## src/rtl/uart_time_cmd_rx.sv

```systemverilog
// rtl/uart_time_cmd_rx.sv - UART receiver and "THH:MM:SS" time-set command parser
module uart_time_cmd_rx #(
  parameter int CLK_FREQ       = 50_000_000,
  parameter int BAUD           = 115200,
  parameter int TIMEOUT_CYCLES = 500_000
) (
  input  logic        clk,
  input  logic        rstn,
  input  logic        uart_rx,
  output logic [7:0]  rx_byte,
  output logic        rx_byte_valid,
  output logic [23:0] time_set,
  output logic        time_set_valid,
  output logic        cmd_err,
  output logic        frame_err
);

  localparam int BAUD_DIV = CLK_FREQ / BAUD;
  localparam int HALF_DIV = BAUD_DIV / 2;
  localparam int BW       = $clog2(BAUD_DIV + 1);
  localparam int TW       = $clog2(TIMEOUT_CYCLES + 1);
  localparam logic [BW-1:0] FULL_LOAD = BW'(BAUD_DIV - 1);
  localparam logic [BW-1:0] HALF_LOAD = BW'(HALF_DIV - 1);
  // Counter clears in the strobe cycle and cmd_err is registered, so firing
  // two counts early lands the error exactly TIMEOUT_CYCLES after the strobe.
  localparam logic [TW-1:0] TO_LAST   = TW'(TIMEOUT_CYCLES - 2);

  localparam logic [7:0] CH_T     = 8'h54;
  localparam logic [7:0] CH_COLON = 8'h3A;
  localparam logic [7:0] CH_CR    = 8'h0D;
  localparam logic [7:0] CH_LF    = 8'h0A;

  typedef enum logic [1:0] {R_IDLE, R_START, R_DATA, R_STOP} rx_state_t;
  typedef enum logic [3:0] {
    P_IDLE, P_H1, P_H0, P_C1, P_M1, P_M0, P_C2, P_S1, P_S0, P_END
  } p_state_t;

  rx_state_t r_rstate, w_rnext;
  p_state_t  r_pstate, w_pnext;

  logic          r_sync1, r_sync2, r_rx_prev;
  logic          w_rx_s, w_fall;
  logic [BW-1:0] r_baud_cnt;
  logic [2:0]    r_bit_cnt;
  logic [7:0]    r_shift;
  logic          w_load_half, w_load_full, w_cnt_dec, w_shift_en;
  logic          w_stop_ok, w_stop_bad;

  logic [23:0]   r_stage, w_stage_next;
  logic [TW-1:0] r_to_cnt;
  logic          w_timeout, w_is_digit, w_bad, w_accept, w_perr;
  logic [3:0]    w_nib;

  // Two-flop synchronizer plus a delayed copy for start-edge detection
  always_ff @(posedge clk or negedge rstn) begin
    if (!rstn) begin
      r_sync1   <= 1'b1;
      r_sync2   <= 1'b1;
      r_rx_prev <= 1'b1;
    end else begin
      r_sync1   <= uart_rx;
      r_sync2   <= r_sync1;
      r_rx_prev <= r_sync2;
    end
  end

  assign w_rx_s = r_sync2;
  assign w_fall = r_rx_prev & ~w_rx_s;

  // Receiver state register
  always_ff @(posedge clk or negedge rstn) begin
    if (!rstn) r_rstate <= R_IDLE;
    else       r_rstate <= w_rnext;
  end

  // Receiver next-state and sampling controls
  always_comb begin
    w_rnext     = r_rstate;
    w_load_half = 1'b0;
    w_load_full = 1'b0;
    w_cnt_dec   = 1'b0;
    w_shift_en  = 1'b0;
    w_stop_ok   = 1'b0;
    w_stop_bad  = 1'b0;
    case (r_rstate)
      R_IDLE: begin
        if (w_fall) begin
          w_load_half = 1'b1;
          w_rnext     = R_START;
        end
      end
      R_START: begin
        if (r_baud_cnt == '0) begin
          if (w_rx_s) begin
            w_rnext = R_IDLE;
          end else begin
            w_load_full = 1'b1;
            w_rnext     = R_DATA;
          end
        end else begin
          w_cnt_dec = 1'b1;
        end
      end
      R_DATA: begin
        if (r_baud_cnt == '0) begin
          w_shift_en  = 1'b1;
          w_load_full = 1'b1;
          if (r_bit_cnt == 3'd7) w_rnext = R_STOP;
        end else begin
          w_cnt_dec = 1'b1;
        end
      end
      R_STOP: begin
        if (r_baud_cnt == '0) begin
          w_stop_ok  = w_rx_s;
          w_stop_bad = ~w_rx_s;
          w_rnext    = R_IDLE;
        end else begin
          w_cnt_dec = 1'b1;
        end
      end
      default: w_rnext = R_IDLE;
    endcase
  end

  // Receiver datapath: baud/bit counters, shift register, byte strobes
  always_ff @(posedge clk or negedge rstn) begin
    if (!rstn) begin
      r_baud_cnt    <= '0;
      r_bit_cnt     <= '0;
      r_shift       <= '0;
      rx_byte       <= '0;
      rx_byte_valid <= 1'b0;
      frame_err     <= 1'b0;
    end else begin
      rx_byte_valid <= w_stop_ok;
      frame_err     <= w_stop_bad;
      if (w_load_half)      r_baud_cnt <= HALF_LOAD;
      else if (w_load_full) r_baud_cnt <= FULL_LOAD;
      else if (w_cnt_dec)   r_baud_cnt <= r_baud_cnt - BW'(1);
      if (w_load_half)      r_bit_cnt  <= '0;
      else if (w_shift_en)  r_bit_cnt  <= r_bit_cnt + 3'd1;
      if (w_shift_en)       r_shift    <= {w_rx_s, r_shift[7:1]};
      if (w_stop_ok)        rx_byte    <= r_shift;
    end
  end

  assign w_is_digit = (rx_byte >= 8'h30) && (rx_byte <= 8'h39);
  assign w_nib      = rx_byte[3:0];
  assign w_timeout  = (r_pstate != P_IDLE) && (r_to_cnt == TO_LAST);

  // Parser state register
  always_ff @(posedge clk or negedge rstn) begin
    if (!rstn) r_pstate <= P_IDLE;
    else       r_pstate <= w_pnext;
  end

  // Parser next-state, staging updates, accept/error decisions
  always_comb begin
    w_pnext      = r_pstate;
    w_stage_next = r_stage;
    w_bad        = 1'b0;
    w_accept     = 1'b0;
    w_perr       = 1'b0;
    if (frame_err) begin
      w_pnext = P_IDLE;
    end else if (rx_byte_valid) begin
      case (r_pstate)
        P_IDLE: if (rx_byte == CH_T) w_pnext = P_H1;
        P_H1: begin
          if (w_is_digit && (w_nib <= 4'd2)) begin
            w_stage_next[23:20] = w_nib;
            w_pnext             = P_H0;
          end else w_bad = 1'b1;
        end
        P_H0: begin
          if (w_is_digit) begin
            w_stage_next[19:16] = w_nib;
            w_pnext             = P_C1;
          end else w_bad = 1'b1;
        end
        P_C1: if (rx_byte == CH_COLON) w_pnext = P_M1; else w_bad = 1'b1;
        P_M1: begin
          if (w_is_digit && (w_nib <= 4'd5)) begin
            w_stage_next[15:12] = w_nib;
            w_pnext             = P_M0;
          end else w_bad = 1'b1;
        end
        P_M0: begin
          if (w_is_digit) begin
            w_stage_next[11:8] = w_nib;
            w_pnext            = P_C2;
          end else w_bad = 1'b1;
        end
        P_C2: if (rx_byte == CH_COLON) w_pnext = P_S1; else w_bad = 1'b1;
        P_S1: begin
          if (w_is_digit && (w_nib <= 4'd5)) begin
            w_stage_next[7:4] = w_nib;
            w_pnext           = P_S0;
          end else w_bad = 1'b1;
        end
        P_S0: begin
          if (w_is_digit) begin
            w_stage_next[3:0] = w_nib;
            w_pnext           = P_END;
          end else w_bad = 1'b1;
        end
        P_END: begin
          if ((rx_byte == CH_CR) || (rx_byte == CH_LF)) begin
            w_pnext = P_IDLE;
            if (r_stage[23:16] <= 8'h23) w_accept = 1'b1;
            else                         w_perr   = 1'b1;
          end else w_bad = 1'b1;
        end
        default: w_pnext = P_IDLE;
      endcase
      if (w_bad) begin
        w_perr  = 1'b1;
        w_pnext = (rx_byte == CH_T) ? P_H1 : P_IDLE;
      end
    end else if (w_timeout) begin
      w_perr  = 1'b1;
      w_pnext = P_IDLE;
    end
  end

  // Parser datapath: staging, committed time, strobes, inter-byte timeout
  always_ff @(posedge clk or negedge rstn) begin
    if (!rstn) begin
      r_stage        <= '0;
      time_set       <= '0;
      time_set_valid <= 1'b0;
      cmd_err        <= 1'b0;
      r_to_cnt       <= '0;
    end else begin
      r_stage        <= w_stage_next;
      time_set_valid <= w_accept;
      cmd_err        <= w_perr;
      if (w_accept) time_set <= r_stage;
      if (rx_byte_valid || (r_pstate == P_IDLE)) r_to_cnt <= '0;
      else                                       r_to_cnt <= r_to_cnt + TW'(1);
    end
  end

endmodule

```

## config.mk

```make
export PLATFORM = sky130hd
export DESIGN_NAME = uart_time_cmd_rx
export DESIGN_NICKNAME = d
export VERILOG_FILES = /design/src/rtl/uart_time_cmd_rx.sv
export SDC_FILE = /design/constraint.sdc
export NUM_CORES = 1
export LEC_CHECK = 0
export CAP_MARGIN = 20
export CORE_MARGIN = 2
export CORE_UTILIZATION = 55
export CTS_CLUSTER_SIZE = 24
export DETAILED_ROUTE_END_ITERATION = 6
export PLACE_DENSITY = 0.81
export SETUP_SLACK_MARGIN = 0.3
export SYNTH_ARGS = -nofsm -noshare
export SYNTH_HDL_FRONTEND = slang
export SYNTH_SLANG_ARGS = --single-unit
export TNS_END_PERCENT = 100
```

## constraint.sdc

```tcl
create_clock -name clk -period 3.3 [get_ports clk]
set_clock_uncertainty 0.1 [all_clocks]
set_input_delay 0.66 -clock clk [delete_from_list [all_inputs] [get_ports clk]]
set_output_delay 0.66 -clock clk [all_outputs]
set_load 0.005 [all_outputs]
```

==> impl_metrics.env <==
export IMPL_yosys_area_share_adder_pct=2.30
export IMPL_track_usage_pct=19.5
export IMPL_die_y_um=98.4
export IMPL_cts_hold_buf=0
export IMPL_antenna_cells=0
export IMPL_synthesis_nets=418
export IMPL_die_area_um2=9670
export IMPL_crit_chain="clkdlybuf4s50_1"
export IMPL_cts_max_level=3
export IMPL_power_leakage_nw=2.49
export IMPL_synth_cells=406
export IMPL_wl_per_cell_um=16.3
export IMPL_drtIter0Drc=236
export IMPL_drc=0
export IMPL_area_delta_synth_final_pct=13.7
export IMPL_worstMarginPinSlew_ns=0.928
export IMPL_syn_cell_area_um2=4900
export IMPL_setup_ws_ns=0.903
export IMPL_totalWireLength_um=9010
export IMPL_cts_sinks=108
export IMPL_period_minus_slack_ns=2.40
export IMPL_num_io_pins=39
export IMPL_fin_crit_sh_pct=72.7
export IMPL_post_dp_cell_area_um2=5360
export IMPL_setup_viol_count_final=0
export IMPL_die_w_um=98.4
export IMPL_cts_resized=0
export IMPL_hold_viol_final=0
export IMPL_dp_slack_ns=0.938
export IMPL_yosysWarnings=0
export IMPL_port_buffers=38
export IMPL_finalMaxSlewViolations=0
export IMPL_clk_pin_slew_ns=0.12
export IMPL_holdWs_ns=0.166
export IMPL_grt_max_degree=63
export IMPL_cp_slowest_cell="dfrtp_1"
export IMPL_grt_pass1_wl_um=15300
export IMPL_ant_nets=0
export IMPL_std_cell_rows=34
export IMPL_muxShareOfSynthArea_pct=14.2
export IMPL_crit_required_ns=2.54
export IMPL_critPathCaptureType="primary output"
export IMPL_rsz0062_at_grt="no"
export IMPL_drtPass1Iterations=4
export IMPL_layout_drive_gt1_share_pct=20.2
export IMPL_worstPathMaxFanout=14
export IMPL_grt_pass1_vias=3135
export IMPL_ys_seq_elements=108
export IMPL_ir_worst_vdd_mv=0.367
export IMPL_postSynth_asyncResetShare_pct=100
export IMPL_dp_hpwl_um=6140
export IMPL_vias_per_cell=5.81
export IMPL_fmax_mhz=417
export IMPL_synth_cell_types=57
export IMPL_cp_top_family="flip-flops"
export IMPL_synthFlopType="dfrtp_1"
export IMPL_start_util_pct=56.4
export IMPL_layout_nets=453
export IMPL_avgSynthCellArea_um2=12.1
export IMPL_gp_congestion=0.927
export IMPL_cp_num_buf_inv=1
export IMPL_setup_tns_ns=0
export IMPL_n_fill_cell=682
export IMPL_core_um2=8680
export IMPL_clockRootBuffer="clkbuf_8"
export IMPL_synthSimpleGateAreaFrac_pct=16.6
export IMPL_grt_antenna_before_repair=0
export IMPL_vias=3221
export IMPL_crit_type="flop to primary output"
export IMPL_drv_cap=0
export IMPL_status="finished clean"
export IMPL_cellPowerDensity_nw_per_um2=472
export IMPL_slew_headroom_pct=38.0
export IMPL_cp_slowest_stage_delay_ns=0.65
export IMPL_cts_max_path_buffers=2
export IMPL_start_kind="flop"
export IMPL_grt_overflow_total=0
export IMPL_cts_buffers=9
export IMPL_hold_path_class="input pin to async pin"
export IMPL_insertion_delay_ns=0.39
export IMPL_ys_seq_area_share_pct=55.3
export IMPL_synth_xor_area_share_pct=3.76
export IMPL_synth_compound_area_share_pct=5.54
export IMPL_crit_arrival_ns=1.64
export IMPL_synth_edff_count=0
export IMPL_synth_top_family_by_area="simple AND/OR/NAND/NOR gates"
export IMPL_post_cts_buffers=0
export IMPL_cts_tree="yes"
export IMPL_design_area_um2=5570
-- flip-flops by register name (all words and copies together) (netlist names), 3 cells and up, named ones only --
register and cells:
r_baud_cnt 9, r_to_cnt 19, time_set 24, r_shift 8, rx_byte 8, r_stage 24
r_pstate 4, r_bit_cnt 3
-- worst paths after layout --
| kind | from | endpoint | slack, ns | depth (start not counted) |
|---|---|---|---|---|
| max in group asynchronous | rstn | r_rx_prev$_DFF_PN1_ | 2.19 | 2 |
| setup reg to reg | r_baud_cnt[0]$_DFFE_PN0P_ | r_shift[4]$_DFFE_PN0P_ | 0.91 | 6 |
| hold / removal | rstn | r_baud_cnt[1]$_DFFE_PN0P_ | 0.17 | 1 |
| hold reg to reg | r_sync1$_DFF_PN1_ | r_sync2$_DFF_PN1_ | 0.27 | 0 |
| min in group clk | r_sync1$_DFF_PN1_ | r_sync2$_DFF_PN1_ | 0.27 | 0 |
| setup / recovery | rx_byte[2]$_DFFE_PN0P_ | rx_byte[2] | 0.90 | 1 |
-- per-stage QoR --
stage | power (mW) | cells | utilization, %
floorplan | 1.72 | 406 | -
global placement | 1.80 | 538 | 61.8
detailed placement | 1.83 | 538 | 61.8
CTS | 2.66 | 554 | 64.2
global route | 2.76 | 554 | 64.2
finish | 2.63 | 554 | 64.2
-- cell usage in the layout, fill, tap and decap left out, types with 2 or more instances in the layout --
cell type / count
a211oi_1: 2
a21oi_1: 8
a31oi_1: 4
and2_1: 2
and3_1: 6
buf_4: 2
clkbuf_8: 9
clkdlybuf4s50_1: 37
clkinv_8: 2
dfrtp_1: 105
dfstp_2: 3
ha_1: 9
inv_1: 10
inv_6: 2
mux2_1: 3
mux2_2: 56
mux2i_1: 3
nand2_1: 23
nand2b_1: 7
nand3_1: 10
nand4_1: 10
nand4b_1: 2
nor2_1: 30
nor2b_1: 8
nor3_1: 10
nor3b_1: 5
nor4_1: 6
o211ai_1: 5
o21ai_0: 8
or2_2: 3
or3_1: 3
or4b_4: 2
or4bb_1: 2
xnor2_1: 6
xor2_1: 15
-- synth_stat cells (all sizes together), types with 8 or more instances --
cell / n / area share [%]
dfrtp: 105 / 54
mux2: 59 / 14
nor2: 30 / 2.3
nand2: 23 / 1.8
xor2: 15 / 2.7
nand3: 11 / 1.2
buf: 10 / 1.1
inv: 10 / 0.77
nand4: 10 / 1.3
nor3: 10 / 1.0
ha: 9 / 2.3
a21oi: 8 / 0.82
nor2b: 8 / 1.0
o21ai: 8 / 0.82
-- cell type report --
class	count	area, um^2	share of cell area (%)
Clock buffer	9	124	2.22
Clock inverter	7	86.3	1.55
Inverter	10	37.5	0.674
Multi-Input combinational cell	272	2080	37.3
Sequential cell	108	2710	48.6
Tap cell	108	135	2.43
Timing Repair Buffer	40	405	7.28
-- cell families (layout without fill, tap and decap cells) --
logic type | count (synthesis) | count (layout)
AND/OR/NAND/NOR | 141 | 141
adder cells (fa/ha/maj) | 9 | 9
XOR/XNOR | 21 | 21
flip-flops | 108 | 108
multiplexers | 62 | 62
buffers and inverters | 26 | 66
AO/OA/AOI/OAI | 39 | 39
-- where the power goes --
part | switching [mW] | internal (mW)
sequential | 0.0750 | 1.39
clock | 0.511 | 0.309
combinational | 0.209 | 0.136
total | 0.795 | 1.84
-- metal layers --
layer	share of wire, %	routed length, um	global-route usage [%]	up-vias
met4	1.2	105	6.01	0
li1	-	-	-	1519
met5	0	0	0	-
met2	47	4250	29.9	72
met1	48	4290	28.0	1620
met3	4.0	363	4.58	10
Power figures use the tool's default switching activity.
